### config.mk
export PLATFORM = sky130hd
export DESIGN_NAME = ps2_key_event_queue
export DESIGN_NICKNAME = d
export VERILOG_FILES = /design/src/rtl/ps2_key_event_queue.sv
export SDC_FILE = /design/constraint.sdc
export NUM_CORES = 1
export LEC_CHECK = 0
export ABC_AREA = 1
export CORE_MARGIN = 2
export CORE_UTILIZATION = 30
export CTS_CLUSTER_DIAMETER = 50
export DETAILED_ROUTE_END_ITERATION = 10
export DONT_BUFFER_PORTS = 1
export RECOVER_POWER = 25
export SETUP_SLACK_MARGIN = 0.2
export SYNTH_ARGS = -nofsm -noshare
export SYNTH_HDL_FRONTEND = slang
export SYNTH_SLANG_ARGS = --single-unit
### constraint.sdc
create_clock -name clk -period 4.6 [get_ports clk]
set_clock_uncertainty 0.15 [all_clocks]
set_input_delay 0.69 -clock clk [delete_from_list [all_inputs] [get_ports clk]]
set_output_delay 0.69 -clock clk [all_outputs]
set_load 0.02 [all_outputs]
### src/rtl/ps2_key_event_queue.sv
// PS/2 scan-code set 2 key-event assembler with a first-word-fall-through event FIFO.
// Folds E0/F0 prefixes into single {brk, ext, code} events, tracks held modifiers
// and raises a level interrupt while events wait for the host.
module ps2_key_event_queue #(
    parameter int DEPTH   = 8,
    parameter int ADDR_W  = 3,
    parameter int TIMEOUT = 50000
) (
    input  logic              clk,
    input  logic              reset,
    input  logic              in_valid,
    input  logic [7:0]        in_data,
    input  logic              rd_en,
    input  logic              irq_en,
    input  logic              ovf_clear,
    output logic [9:0]        rd_data,
    output logic              empty,
    output logic              full,
    output logic [ADDR_W:0]   count,
    output logic              overflow,
    output logic [2:0]        mods,
    output logic              irq
);

    typedef enum logic [1:0] {S_IDLE, S_EXT, S_BRK, S_EXT_BRK} state_t;

    localparam int                TMO_W    = $clog2(TIMEOUT + 1);
    localparam logic [TMO_W-1:0]  TMO_LAST = TMO_W'(TIMEOUT - 1);
    localparam logic [ADDR_W:0]   DEPTH_C  = (ADDR_W + 1)'(DEPTH);

    state_t             r_state;
    state_t             w_state_nxt;
    logic [TMO_W-1:0]   r_tmo_cnt;
    logic               w_tmo_hit;
    logic               w_emit;
    logic [9:0]         w_event;
    logic               w_is_resp;

    logic [9:0]         r_mem [DEPTH];
    logic [ADDR_W-1:0]  r_wr_ptr;
    logic [ADDR_W-1:0]  r_rd_ptr;
    logic [ADDR_W:0]    r_count;
    logic               r_overflow;
    logic               w_pop;
    logic               w_push;
    logic               w_drop;

    logic               r_lshift;
    logic               r_rshift;
    logic               r_ctrl;
    logic               r_alt;

    // Controller response bytes that never form key events.
    assign w_is_resp = (in_data == 8'hFA) || (in_data == 8'hAA) || (in_data == 8'hEE) ||
                       (in_data == 8'hFE) || (in_data == 8'hFC) || (in_data == 8'h00) ||
                       (in_data == 8'hFF);

    assign w_tmo_hit = (r_state != S_IDLE) && !in_valid && (r_tmo_cnt == TMO_LAST);

    // Parser state register.
    always_ff @(posedge clk) begin
        // NOTE: sequential state uses non-blocking assignments so every register
        // samples pre-edge values regardless of block ordering.
        if (reset) r_state <= S_IDLE;
        else       r_state <= w_state_nxt;
    end

    // Parser next-state: advance on each byte, fall back to IDLE on prefix timeout.
    always_comb begin
        // NOTE: default assignment first so no path leaves the signal unassigned
        // (which would infer a latch).
        w_state_nxt = r_state;
        if (in_valid) begin
            case (r_state)
                S_IDLE: begin
                    if (in_data == 8'hE0)      w_state_nxt = S_EXT;
                    else if (in_data == 8'hF0) w_state_nxt = S_BRK;
                end
                S_EXT: begin
                    if (in_data == 8'hF0)      w_state_nxt = S_EXT_BRK;
                    else if (in_data != 8'hE0) w_state_nxt = S_IDLE;
                end
                default: w_state_nxt = S_IDLE;
            endcase
        end else if (w_tmo_hit) begin
            w_state_nxt = S_IDLE;
        end
    end

    // Parser outputs: a completed event and its {brk, ext, code} encoding.
    always_comb begin
        w_emit  = 1'b0;
        w_event = {2'b00, in_data};
        if (in_valid) begin
            case (r_state)
                S_IDLE: w_emit = !w_is_resp && (in_data != 8'hE0) && (in_data != 8'hF0);
                S_EXT: begin
                    w_emit  = (in_data != 8'hE0) && (in_data != 8'hF0);
                    w_event = {2'b01, in_data};
                end
                S_BRK: begin
                    w_emit  = 1'b1;
                    w_event = {2'b10, in_data};
                end
                default: begin
                    w_emit  = 1'b1;
                    w_event = {2'b11, in_data};
                end
            endcase
        end
    end

    // Prefix timeout counter: runs only while a prefix waits for its next byte.
    always_ff @(posedge clk) begin
        if (reset || in_valid || r_state == S_IDLE || w_tmo_hit) r_tmo_cnt <= '0;
        else                                                     r_tmo_cnt <= r_tmo_cnt + TMO_W'(1);
    end

    // Modifier tracking: every emitted event counts, even one the FIFO drops.
    always_ff @(posedge clk) begin
        if (reset) begin
            r_lshift <= 1'b0;
            r_rshift <= 1'b0;
            r_ctrl   <= 1'b0;
            r_alt    <= 1'b0;
        end else if (w_emit) begin
            if (w_event[7:0] == 8'h12 && !w_event[8]) r_lshift <= !w_event[9];
            if (w_event[7:0] == 8'h59 && !w_event[8]) r_rshift <= !w_event[9];
            if (w_event[7:0] == 8'h14)                r_ctrl   <= !w_event[9];
            if (w_event[7:0] == 8'h11)                r_alt    <= !w_event[9];
        end
    end

    assign empty  = (r_count == '0);
    assign full   = (r_count == DEPTH_C);
    assign w_pop  = rd_en && !empty;
    assign w_push = w_emit && (!full || w_pop);
    assign w_drop = w_emit && full && !w_pop;

    // FIFO storage: data only, no reset.
    always_ff @(posedge clk) begin
        // NOTE: the entry array is deliberately not reset; pointers and count
        // define validity, and unreset storage maps onto plain RAM/registers.
        if (w_push) r_mem[r_wr_ptr] <= w_event;
    end

    // FIFO pointers, occupancy and sticky overflow.
    always_ff @(posedge clk) begin
        if (reset) begin
            r_wr_ptr   <= '0;
            r_rd_ptr   <= '0;
            r_count    <= '0;
            r_overflow <= 1'b0;
        end else begin
            if (w_push) r_wr_ptr <= r_wr_ptr + ADDR_W'(1);
            if (w_pop)  r_rd_ptr <= r_rd_ptr + ADDR_W'(1);
            if (w_push && !w_pop)      r_count <= r_count + (ADDR_W + 1)'(1);
            else if (!w_push && w_pop) r_count <= r_count - (ADDR_W + 1)'(1);
            if (w_drop)         r_overflow <= 1'b1;
            else if (ovf_clear) r_overflow <= 1'b0;
        end
    end

    assign rd_data  = empty ? 10'd0 : r_mem[r_rd_ptr];
    assign count    = r_count;
    assign overflow = r_overflow;
    assign mods     = {r_alt, r_ctrl, r_lshift | r_rshift};
    assign irq      = irq_en && !empty;

endmodule

; After elaboration in Yosys (flattened, before gate mapping)
; Memory sizes are Yosys's and may differ from the RTL's. A register that Yosys moved wholly into a read port is not among the register bits.
; Cells that the tools add are included.
[word_totals]
reg_bits = 33
out_inout_bits = 21
mem_bits_rw = 80
mem_count = 1
elab_cells = 101
inputBits = 14
[op_classes]
n_bitwise = 1
eq_ne = 20
muxes = 20
reduce_logical = 44
addsub = 5
[memory_table]
columns = name, depth, width, read_ports, rd_ports_with_merged_regs, wr, line_no
row1 = r_mem, 8, 10, 1, 1, 1, 39  ; logic [9:0] r_mem [DEPTH];
[ops]
columns = op, n
row1 = 8-bit equality test (second input constant), 8
row2 = 10-bit case mux with 3 select lines, 1
row3 = 8-bit by 5-bit equality test with 1-bit output (second input constant), 3
row4 = 10-bit 2-to-1 mux, 2
row5 = 16-bit by 1-bit adder with 16-bit output (second input constant), 1
row6 = 16-bit equality test (second input constant), 1
row7 = 8-bit inequality test (second input constant), 2
row8 = 1-bit logical AND, 14
row9 = 2-bit 2-to-1 mux, 6
row10 = 1-bit logical OR, 10
row11 = 8-bit by 7-bit equality test with 1-bit output (second input constant), 1
row12 = 1-bit zero test, 8
row13 = 8-bit zero test, 1
row14 = 4-bit 2-to-1 mux, 2
row15 = 4-bit inequality test (second input constant), 2
row16 = 2-bit AND reduction, 4
row17 = 2-bit nonzero test, 4
row18 = 3-bit by 1-bit adder with 3-bit output (second input constant), 2
row19 = 3-bit 2-to-1 mux, 2
row20 = 1-bit 2-to-1 mux, 5
row21 = 4-bit by 1-bit adder with 4-bit output (second input constant), 1
row22 = 4-bit equality test (second input constant), 1
row23 = 4-bit zero test, 1
row24 = 2-bit case mux with 2 select lines, 1
row25 = 7 further kinds, 7

; Depth between registers and ports, before layout
; Gate-level depths: netlist of the first run.
[depth]
ltp_word = 17
depth_mapped = 21
depth_no_buf = 21

; Worst setup path before layout of the first run
; No wires, ideal clock.
[synth_timing]
path_kind = input to register
start = input port in_data[2]
end = register r_count[3] (netlist: count[3])
n_path_buf = 0
stages = 20
required_ns = 4.331
t_arrival_ns = 2.399
slack_ns = 1.931
setup_ns = 0.119
path_cell_list = nor2_1 > nand2_1 > nand2_1 > inv_1 > nand2_1 > nand2_1 > nand2_2 > nand3_2 > inv_2 > ha_1 > inv_1 > ha_1 > nand2_1 > nand2_1 > a21oi_1 > nor2_1 > nor2_1 > nand2_1 > o21ai_0 > a21oi_1
[synth_between]
elab_chain_cells = 16
word_cells_on_any_way = 27
classes_between = eq/ne (8) / mux (3) / reduce/logical (16)
[synth_lines]
columns = item, line_no
row1 = start: declaration, 12  ; input logic [7:0] in_data,
row2 = 8-bit equality test, 54  ; assign w_is_resp = (in_data == 8'hFA) || (in_data == 8'hAA) || (in_data == 8'hEE) ||
row3 = 1-bit logical OR (3 in series), 54
row4 = 1-bit logical OR (3 in series), 55  ; (in_data == 8'hFE) || (in_data == 8'hFC) || (in_data == 8'h00) ||
row5 = 1-bit zero test, 96  ; S_IDLE: w_emit = !w_is_resp && (in_data != 8'hE0) && (in_data != 8'hF0);
row6 = 1-bit logical AND (2 in series), 96
row7 = 1-bit case mux with 2 select lines (*), 95  ; case (r_state)
row8 = 1-bit 2-to-1 mux (*), 94  ; if (in_valid) begin
row9 = 1-bit logical AND (*), 137  ; assign w_push = w_emit && (!full || w_pop);
row10 = named net w_push, 45  ; logic w_push;
row11 = 1-bit zero test, 158  ; else if (!w_push && w_pop) r_count <= r_count - (ADDR_W + 1)'(1);
row12 = 1-bit logical AND, 158
row13 = 2-bit nonzero test (no source line), -
row14 = end signal: assignment, 157  ; if (w_push && !w_pop) r_count <= r_count + (ADDR_W + 1)'(1);
row15 = end signal: assignment, 158
row16 = end: declaration, 42  ; logic [ADDR_W:0] r_count;
; Mark *: on every way through the listed nets, which the timed path passes. The rest lies on a longest branch.
; A chain may end at the register's enable or synchronous reset.

; Worst setup path after layout of the first run
[layout_timing]
start = register r_count[0] (netlist: count[0])
end = register r_count[3] (netlist: count[3])
[layout_between]
elab_chain_cells = 8
word_cells_on_any_way = 16
classes_between = add/sub (2) / eq/ne (1) / mux (2) / reduce/logical (11)
[layout_lines]
columns = item, line_no
row1 = 4-bit zero test, 134  ; assign empty = (r_count == '0);
row2 = 1-bit zero test, 136  ; assign w_pop = rd_en && !empty;
row3 = 1-bit logical AND, 136
row4 = 1-bit logical OR (*), 137
row5 = 1-bit logical AND (*), 137
row6 = named net w_push, 45
row7 = 1-bit zero test, 158
row8 = 1-bit logical AND, 158
row9 = 2-bit nonzero test (no source line), -
; Mark *: on every way through the listed nets, which the timed path passes. The rest lies on a longest branch. The select of a mux whose other input is x is not followed.

==> flow_summary.ini, run 1 <==
[logic_synthesis]
synth_top_area_frac = 0.4630
avgSynthCellArea_um2 = 9.662
synth_flop_cell = edfxtp_1
synth-seq-area-share = 0.6019
ys_ff_latch = 116
async_reset_ff_frac = 0
yosysTopAreaCell = edfxtp_1
netlist_instances = 537
synthDistinctLibCells = 32
synth.area.top_cells = edfxtp_1 (46%), dfxtp_1 (14%), nor2_1 (8.8%)
synth_nets = 558
synth_area_um2 = 5189
synth_edf_count = 80
ys_warn_count = 0
synthMostInstantiatedCell = nor2_1
netlist_top_cells_count = nor2_1 (122), edfxtp_1 (80), nand2_1 (68)

[final_layout]
multiInputGateArea_um2 = 1764
regArea_um2 = 3123
drive_gt1_frac = 0.1135
final_nets = 564
diodes = 0
syn_to_final_growth_pct = 14.88
fill_cells = 1715

[sta]
fin_crit_sh = 0.7118
timing_hold_violations_final = 0
hold_slack_ns = 0.1993
fin_crit_ns = 3.274
relSlewSlack = 0.2050
rsz0062_at_grt = false
slew_viol_final = 0
setup_violations = 0
tightestPinTransition_ns = 1.188
clock.fmax_ghz = 0.3054
tns_ns = 0

[die]
core_um2 = 17120
fp-row-count = 48
die_w_um = 135.5
io-pin-count = 35
initial_core_util = 0.3031
dieArea_um2 = 18360
die_h_um = 135.5

[job]
cap_violations = 0

[worst_setup_path]
critical_path_buf_inv_count = 2
cp.required_ns = 4.74
path_common_cell = nand2_1
cp_top_family = simple AND/OR/NAND/NOR gates
end_kind = register
critical_path_arrival_ns = 3.42
critPathSlowestCell = dfxtp_1
cp_max_fo = 12
critical_path_class = reg2reg
path_cells = nor2_1 > nand3_1 > nand2_1 > nand2_1 > nand3_2 > inv_2 > ha_1 > inv_1 > ha_1 > nand2_1 > nand2_1 > a21oi_1 > nor2_1 > nor2_1 > nand2_1 > o21ai_0 > a21oi_1
max_stage_delay_ns = 0.54
start_kind = register
r2r_setup_slack_ns = 1.33

[clock_network]
clockRootBuffer = clkbuf_16
cts_buffers = 17
cts_tree = built
worstSkewPairLatency_ns = 0.41
h-tree-depth = 4
post_cts_buffers = 0
cts_resized = 0
cts_hold_buf = 0
cts_num_sinks = 116
ctsLongestPathBuffers = 2
clk_pin_slew_worst_paths_ns = 0.05

[global_routing]
grt_pass1_vias = 3617
antenna_found_initial = 0
grt_usage = 0.1338
grt_start_max_net_pins = 41
grt_pass1_wl_mm = 18.75
overflow = 0

[pwr]
peakVddDrop_uv = 313.7
p_per_area_nw_per_um2 = 533.7
leakagePower_nw = 2.113
p_total_mw = 3.181

[routing]
wirelength_mm = 11.51
viasPerCell = 4.840
drtPass1Iterations = 6
drt_iter0_drc = 295
vias = 3775
drc_errors = 0
detail_route.wl_per_cell_um = 14.75
ant_nets = 0

[placed_design]
post-dp-hpwl_mm = 7.713
gp_congestion = 0.8347
port-buffer-count = 0

[run_status]
status = finished, final reports clean

[min_path]
hp-class = in2reg
==> worst register-to-register path, stage by stage, from the launching register on <==
cell	delay [ns]
dfxtp_1	0.54
nor2_1	0.12
nand3_1	0.38
nand2_1	0.24
nand2_1	0.18
nand3_2	0.15
inv_2	0.11
ha_1	0.19
inv_1	0.09
ha_1	0.28
nand2_1	0.06
nand2_1	0.06
a21oi_1	0.18
nor2_1	0.07
nor2_1	0.08
nand2_1	0.07
o21ai_0	0.16
a21oi_1	0.06
==> per-layer routing <==
layer / up-vias / track usage / part of all wire
met5: - / 0 / 0
met4: 0 / 0.04630 / 0.013
met3: 19 / 0.04938 / 0.072
met2: 111 / 0.2095 / 0.46
met1: 1796 / 0.1709 / 0.45
li1: 1849 / - / -
==> placed cells by master, fill, tap and decap left out, drive strengths merged <==
master,Yosys,final
edfxtp,80,80
nand2,74,74
clkinv,1,7
o32ai,20,20
a21oi,23,23
nand4,14,14
fa,1,1
nor3b,3,3
buf,10,7
nand3,20,20
clkinvlp,0,5
and3,1,1
clkbuf,10,19
o21ai,41,41
nor4,1,1
xor2,3,3
inv,51,51
bufinv,0,1
nor3,10,10
or2,1,1
ha,6,6
dfxtp,36,36
nor2,131,131
==> area by class of cell <==
type,count,area share
Clock buffer,19,0.07263
Clock inverter,12,0.01868
Inverter,52,0.03275
Multi-Input combinational cell,349,0.2960
Sequential cell,116,0.5239
Tap cell,225,0.04723
Timing Repair Buffer,7,0.008816
==> final timing paths <==
kind / cells past startpoint / startpoint / to
worst max-delay path: 17 / count[0] / count[3]
worst min-delay path: 1 / reset / count[0]
worst max register to register: 17 / count[0] / count[3]
worst min register to register: 1 / r_tmo_cnt[0] / r_tmo_cnt[0]
==> logic make-up after synthesis <==
group,share of synthesized area
buffers and inverters,0.05811
AOI/OAI and AO/OA,0.09622
and+or+nand+nor,0.2204
adders and majority gates,0.01833
DFF,0.6019
xor gates and xnor gates,0.005065
==> registers in the layout, summed over array words and instances, names as in the netlist, named ones only <==
register,flops
r_mem,80
r_tmo_cnt,16
count,4
r_rd_ptr,3
r_wr_ptr,3
r_state,2
overflow,1
r_alt,1
r_ctrl,1
r_lshift,1
r_rshift,1
==> stage by stage <==
| step | utilization | std cells | worst slack [ns] | cell area [um^2] |
|---|---|---|---|---|
| 2_1_floorplan | - | 537 | 1.931 | 5189 |
| 3_3_place_gp | 0.3164 | 749 | 1.484 | 5416 |
| 3_5_place_dp | 0.3164 | 749 | 1.339 | 5416 |
| 4_1_cts | 0.3482 | 780 | 1.308 | 5961 |
| 5_1_grt | 0.3482 | 780 | 0.8651 | 5961 |
| 6_report | 0.3482 | 780 | 1.326 | 5961 |
==> where the power goes <==
group | internal [mW] | switching (mW) | leakage, nW
clock | 0.737 | 0.450 | 0.249
sequential | 1.19 | 0.0661 | 1.02
combinational | 0.203 | 0.532 | 0.842
total | 2.13 | 1.05 | 2.11
Note: power is estimated with default switching activity, not from simulation.
==> run 2, diff against run 1 <==
--- a/config.mk
+++ b/config.mk
@@ -5,7 +5,7 @@
 export SDC_FILE = /design/constraint.sdc
 export NUM_CORES = 1
 export LEC_CHECK = 0
-export ABC_AREA = 1
+export ABC_AREA = 0
 export CORE_MARGIN = 2
 export CORE_UTILIZATION = 30
 export CTS_CLUSTER_DIAMETER = 50
==> constraint.sdc (replaced) <==
create_clock -name clk -period 3.2 [get_ports clk]
set_clock_uncertainty 0.15 [all_clocks]
set_input_delay 0.48 -clock clk [delete_from_list [all_inputs] [get_ports clk]]
set_output_delay 0.48 -clock clk [all_outputs]
set_load 0.02 [all_outputs]
==> run 2 against run 1 <==
  * Synthesized cell count down 38%
  * Sequential power up 40%
  * Final cell count down 24%
  * First-iteration DRC count down 35%
  * Cell area down 2.1%
  * Synthesized area down 6.4%
  * Non-clock buffer count up 13
  * Die area down 6.3%
  * Highest routed layer unchanged
  * Combinational power up 26%
==> flow_summary.ini, run 2 <==
[final_layout]
diodes = 0
final_nets = 383
utilization = 0.3689
multiInputGateArea_um2 = 1652
drive_gt1_frac = 0.1845
mostFrequentLayoutCells = edfxtp_1 (80), nor2_1 (52), dfxtp_1 (36), mux4_2 (20), clkbuf_16 (17)
fill_cells = 1471
syn_to_final_growth_pct = 20.26
regArea_um2 = 3123
layout_commonest_cell = edfxtp_1
regMostFlops = r_mem
largest_register_ffs = 80

[clock_network]
clk_pin_slew_worst_paths_ns = 0.05
clockRootBuffer = clkbuf_16
cts_buffers = 17
worstSkewPairLatency_ns = 0.40
h-tree-depth = 4
cts_tree = built
cts_num_sinks = 116
ctsLongestPathBuffers = 2

[logic_synthesis]
synthDistinctLibCells = 50
synthMostInstantiatedCell = edfxtp_1
netlist_top_cells_count = edfxtp_1 (80), nor2_1 (52), dfxtp_1 (36)
yosysTopAreaCell = edfxtp_1
netlist_instances = 335
ys_ff_latch = 116
synth-seq-area-share = 0.6433
synth.area.top_cells = edfxtp_1 (49%), dfxtp_1 (15%), mux4_2 (9.3%)
synth_flop_cell = edfxtp_1
synth_top_area_frac = 0.4948
synth_nets = 356
avgSynthCellArea_um2 = 14.49
ys_warn_count = 0
synth_edf_count = 80
synth_area_um2 = 4855
async_reset_ff_frac = 0

[sta]
rsz0062_at_grt = false
clock.fmax_ghz = 0.3576
fin_crit_ns = 2.796
tightestPinTransition_ns = 0.7574
tns_ns = 0
setup_violations = 0
fin_crit_sh = 0.8738
timing_hold_violations_final = 0
slew_viol_final = 0
relSlewSlack = 0.4944

[global_routing]
grt_pass1_wl_mm = 15.87
grt_pass1_vias = 2930
grt_start_max_net_pins = 21
overflow = 0
antenna_found_initial = 0
grt_usage = 0.1234

[worst_setup_path]
critical_path_arrival_ns = 2.98
end_kind = register
reg2reg_from = r_state[1]
cp.required_ns = 3.38
r2r_end = count[3]
cp_max_fo = 4
critical_path_class = reg2reg
start_kind = register
r2r_cells = 12
r2r_setup_slack_ns = 0.40

[routing]
detail_route.wl_per_cell_um = 16.76
viasPerCell = 4.749
drt_iter0_drc = 193
drc_errors = 0
wirelength_mm = 9.888
vias = 2802
ant_nets = 0
drtPass1Iterations = 4

[pwr]
intPower_mw = 3.369
leakagePower_nw = 1.965
peakVddDrop_uv = 366.8
p_seq_frac = 0.384
sw_frac_of_total = 0.2648
combPwrFrac = 0.202
power_frac_clock = 0.415
p_per_area_nw_per_um2 = 784.9
switching_power_mw = 1.213

[die]
io-pin-count = 35
initial_core_util = 0.3067
die_h_um = 131.2
core_um2 = 15830
die_w_um = 131.2
fp-row-count = 46
dieArea_um2 = 17220

[placed_design]
post-dp-hpwl_mm = 6.210
port-buffer-count = 0
gp_congestion = 0.8469

[run_status]
status = finished, final reports clean

[min_path]
hp-class = in2reg
hold_depth = 2
hold_path_end = r_wr_ptr[1]
holdCritStartpoint = reset

[job]
cap_violations = 0
[run 2: cell types whose count changed after synthesis, moves of 9 or more]
cell,previous run,this run
a21oi_1,22,7
inv_1,47,7
mux2i_1,0,14
mux4_2,0,20
nand2_1,68,11
nand3_1,14,5
nand4_1,14,2
nor2_1,122,52
o21ai_0,39,4
o32ai_1,20,0
[run 2: power by group through the flow]
stage                     clock network, mW  registers (mW)  logic [mW]
after floorplan                           0            1.78       0.732
after global placement                    0            1.78       0.911
after detailed placement                  0            1.79       0.918
after CTS                              1.94            1.76       0.944
after global routing                   2.01            1.77        1.02
final                                  1.90            1.76       0.924
[run 2: cells by family after synthesis]
family | share of synthesized area
AND/OR/NAND/NOR | 0.1283
flip-flops | 0.6433
buffers and inverters | 0.01856
adder cells (fa/ha/maj) | 0.01959
XOR/XNOR | 0.03428
AO/OA/AOI/OAI | 0.03119
multiplexers | 0.1247
[run 2: metrics by stage]
step                total power [mW]  instance area (um^2)  cells  hold WS (ns)  setup WS [ns]
detailed placement             2.707                  5150    550        0.3118         0.1706
global route                   4.798                  5838    590        0.1048         0.1867
floorplan                      2.515                  4855    335        0.2795         0.2754
CTS                            4.640                  5834    590       0.08685         0.3492
global placement               2.694                  5150    550        0.2954         0.2872
finish                         4.582                  5838    590        0.1107         0.4039
[run 2: cell type report]
| class | instances | share of cell area |
|---|---|---|
| clock buffers | 18 | 0.07351 |
| inverters | 7 | 0.004501 |
| well taps | 216 | 0.04629 |
| multi-input cells | 200 | 0.2829 |
| flip-flops and latches | 116 | 0.5349 |
| repair buffers | 20 | 0.02958 |
| clock inverters | 13 | 0.02829 |
[run 2: worst max-delay path, cell delays in order, from the launching register on]
cell and delay, ns:
dfxtp_1 0.37, nor3_1 0.08, a31o_1 0.26, o21ba_1 0.26
nor2b_4 0.15, ha_1 0.20, inv_1 0.10, ha_1 0.28
a21o_1 0.19, a21oi_2 0.15, xnor2_1 0.09, or3_1 0.31
a21oi_1 0.13
[run 2: how the worst max path moves through the flow]
stage	slack (ns)	start	cells past startpoint	end
finish	0.40	r_state[1]	12	count[3]
global route	0.19	r_state[1]	12	count[3]
CTS	0.35	r_state[1]	12	count[3]
detailed placement	0.17	in_data[6]	12	count[3]
global placement	0.29	in_data[6]	13	count[3]
floorplan	0.28	in_data[6]	14	count[3]
[run 2: per-layer routing]
metal | wire, um | global-route usage | vias to the layer above
met1 | 4388 | 0.1454 | 1416
met5 | 0 | 0 | -
met2 | 4777 | 0.1968 | 66
li1 | - | - | 1310
met3 | 556 | 0.05093 | 10
met4 | 167 | 0.05737 | 0
[run 2: what timing repair did]
item	4_1_cts	5_1_grt
endpoints found under the setup margin	0	1
setup buffers	0	0
hold buffers	9	0
hold endpoints to repair	82	0
gates resized for setup	0	1
==> run 3, diff against run 2 <==
--- a/config.mk
+++ b/config.mk
@@ -6,13 +6,18 @@
 export NUM_CORES = 1
 export LEC_CHECK = 0
 export ABC_AREA = 0
+export CELL_PAD_IN_SITES_DETAIL_PLACEMENT = 0
+export CELL_PAD_IN_SITES_GLOBAL_PLACEMENT = 1
 export CORE_MARGIN = 2
 export CORE_UTILIZATION = 30
+export CTS_BUF_LIST = sky130_fd_sc_hd__clkbuf_4 sky130_fd_sc_hd__clkbuf_8 sky130_fd_sc_hd__clkbuf_16
 export CTS_CLUSTER_DIAMETER = 50
 export DETAILED_ROUTE_END_ITERATION = 10
 export DONT_BUFFER_PORTS = 1
+export PLACE_DENSITY_LB_ADDON = 0.1
 export RECOVER_POWER = 25
 export SETUP_SLACK_MARGIN = 0.2
+export SLEW_MARGIN = 20
 export SYNTH_ARGS = -nofsm -noshare
 export SYNTH_HDL_FRONTEND = slang
 export SYNTH_SLANG_ARGS = --single-unit
==> run 3 against run 2 <==
  * Final cell count grew 2.4%
  * Clock-buffer cell count is the same
  * Clock power grew 4%
  * Wire length grew 9.9%
  * Via count shrank 1.2%
  * Non-clock buffer count grew 13
  * Global-route usage grew 0.91 points
  * Die area is the same
==> flow_summary.ini, run 3 (same netlist as run 2, synthesis figures left out) <==
[sta]
tightestPinTransition_ns = 0.7686
hold_slack_ns = 0.1047
setup_ws_ns = 0.4054
timing_hold_violations_final = 0
setup_violations = 0
relSlewSlack = 0.4869
fin_crit_ns = 2.795
slew_viol_final = 0
rsz0062_at_grt = false
clock.fmax_ghz = 0.3578
fin_crit_sh = 0.8733
tns_ns = 0

[routing]
viasPerCell = 4.583
drc_errors = 0
drtPass1Iterations = 4
vias = 2768
wirelength_mm = 10.87
drt_iter0_drc = 166
ant_nets = 0
detail_route.wl_per_cell_um = 18.00

[die]
die_h_um = 131.2
fp-row-count = 46
io-pin-count = 35
die_w_um = 131.2
dieArea_um2 = 17220
initial_core_util = 0.3067
core_um2 = 15830

[worst_setup_path]
critPathSlowestCell = dfxtp_2
path_cells = nor3_1 > a31o_1 > o21ba_1 > nor2b_4 > ha_1 > inv_1 > ha_1 > a21o_1 > a21oi_1 > xnor2_1 > or3_1 > a21oi_1
cp.required_ns = 3.38
end_kind = register
critical_path_class = reg2reg
start_kind = register
max_stage_delay_ns = 0.33
critical_path_arrival_ns = 2.98
cp_max_fo = 4

[global_routing]
grt_start_max_net_pins = 21
grt_usage = 0.1325
grt_pass1_vias = 2900
overflow = 0
antenna_found_initial = 0
grt_pass1_wl_mm = 16.85

[final_layout]
multiInputGateArea_um2 = 1650
stdcell_count = 604
diodes = 0
final_nets = 396
drive_gt1_frac = 0.1907
stdcell_area_um2 = 5984
regArea_um2 = 3124
utilization = 0.3781
regMostFlops = r_mem
layout_commonest_cell = edfxtp_1
syn_to_final_growth_pct = 23.27
largest_register_ffs = 80
mostFrequentLayoutCells = edfxtp_1 (80), nor2_1 (51), dfxtp_1 (35), mux4_2 (20), dlygate4sd3_1 (19)
fill_cells = 1514

[placed_design]
dpl.cell_count = 553
place_area_um2 = 5172
post-dp-hpwl_mm = 6.565
place_ws_ns = 0.2358
port-buffer-count = 0
gp_congestion = 0.7052

[min_path]
hp-class = in2reg

[job]
cap_violations = 0

[clock_network]
cts_num_sinks = 116
clockRootBuffer = clkbuf_16
ctsLongestPathBuffers = 2
cts_tree = built
worstSkewPairLatency_ns = 0.40
h-tree-depth = 4
cts_buffers = 17
clk_pin_slew_worst_paths_ns = 0.05
post_cts_buffers = 0

[pwr]
leakagePower_nw = 2.023
p_per_area_nw_per_um2 = 779.7
peakVddDrop_uv = 418.5
p_total_mw = 4.666

[run_status]
status = finished, final reports clean
-- run 3: cell count changes in the layout (fill, tap and decap cells not counted), moves of 2 or more --
| cell | previous run | this run |
|---|---|---|
| buf_4 | 11 | 14 |
| clkinv_2 | 6 | 1 |
| clkinv_4 | 0 | 2 |
| clkinvlp_4 | 1 | 3 |
| dlygate4sd3_1 | 9 | 19 |
-- run 3: worst max-delay path, delay by kind of cell (launching register included) --
kind | cells | cell delay (ns)
AO/OA/AOI/OAI | 5 | 0.92
AND/OR/NAND/NOR | 3 | 0.67
adder cells (fa/ha/maj) | 2 | 0.44
flip-flops | 1 | 0.33
buffers and inverters | 1 | 0.12
XOR/XNOR | 1 | 0.09
-- run 3: final cells by class --
cell class                      count  area share
Clock buffer                       18     0.07234
Clock inverter                     14     0.03094
Inverter                            7    0.004391
Multi-Input combinational cell    200      0.2758
Sequential cell                   116      0.5221
Tap cell                          216     0.04516
Timing Repair Buffer               33     0.04934
-- run 3: layer usage --
layer	routed length (um)	global-route usage	share of wire	vias up
met4	83	0.04348	0.0076	0
met2	5300	0.2114	0.49	40
met5	0	0	0	-
met3	473	0.04668	0.044	5
li1	-	-	-	1338
met1	5013	0.1686	0.46	1385
-- run 3: path summary, 6_finish.rpt --
path / endpoint / slack, ns / cells after the start / from
worst min-delay path: r_wr_ptr[1] / 0.10 / 2 / reset
worst max-delay path: count[3] / 0.41 / 12 / r_state[1]
worst min register to register: r_tmo_cnt[0] / 0.31 / 1 / r_tmo_cnt[0]
worst max register to register: count[3] / 0.41 / 12 / r_state[1]
-- run 3: timing repair --
| action | in CTS | in global routing |
|---|---|---|
| endpoints found under the hold margin | 31 | 40 |
| endpoints found under the setup margin | 0 | 1 |
| hold buffers | 9 | 10 |
| gates resized for setup | 0 | 2 |
-- run 3: report_power, final --
group          switching (mW)  internal [mW]
logic                   0.538          0.412
clock network           0.662           1.30
registers              0.0629           1.69
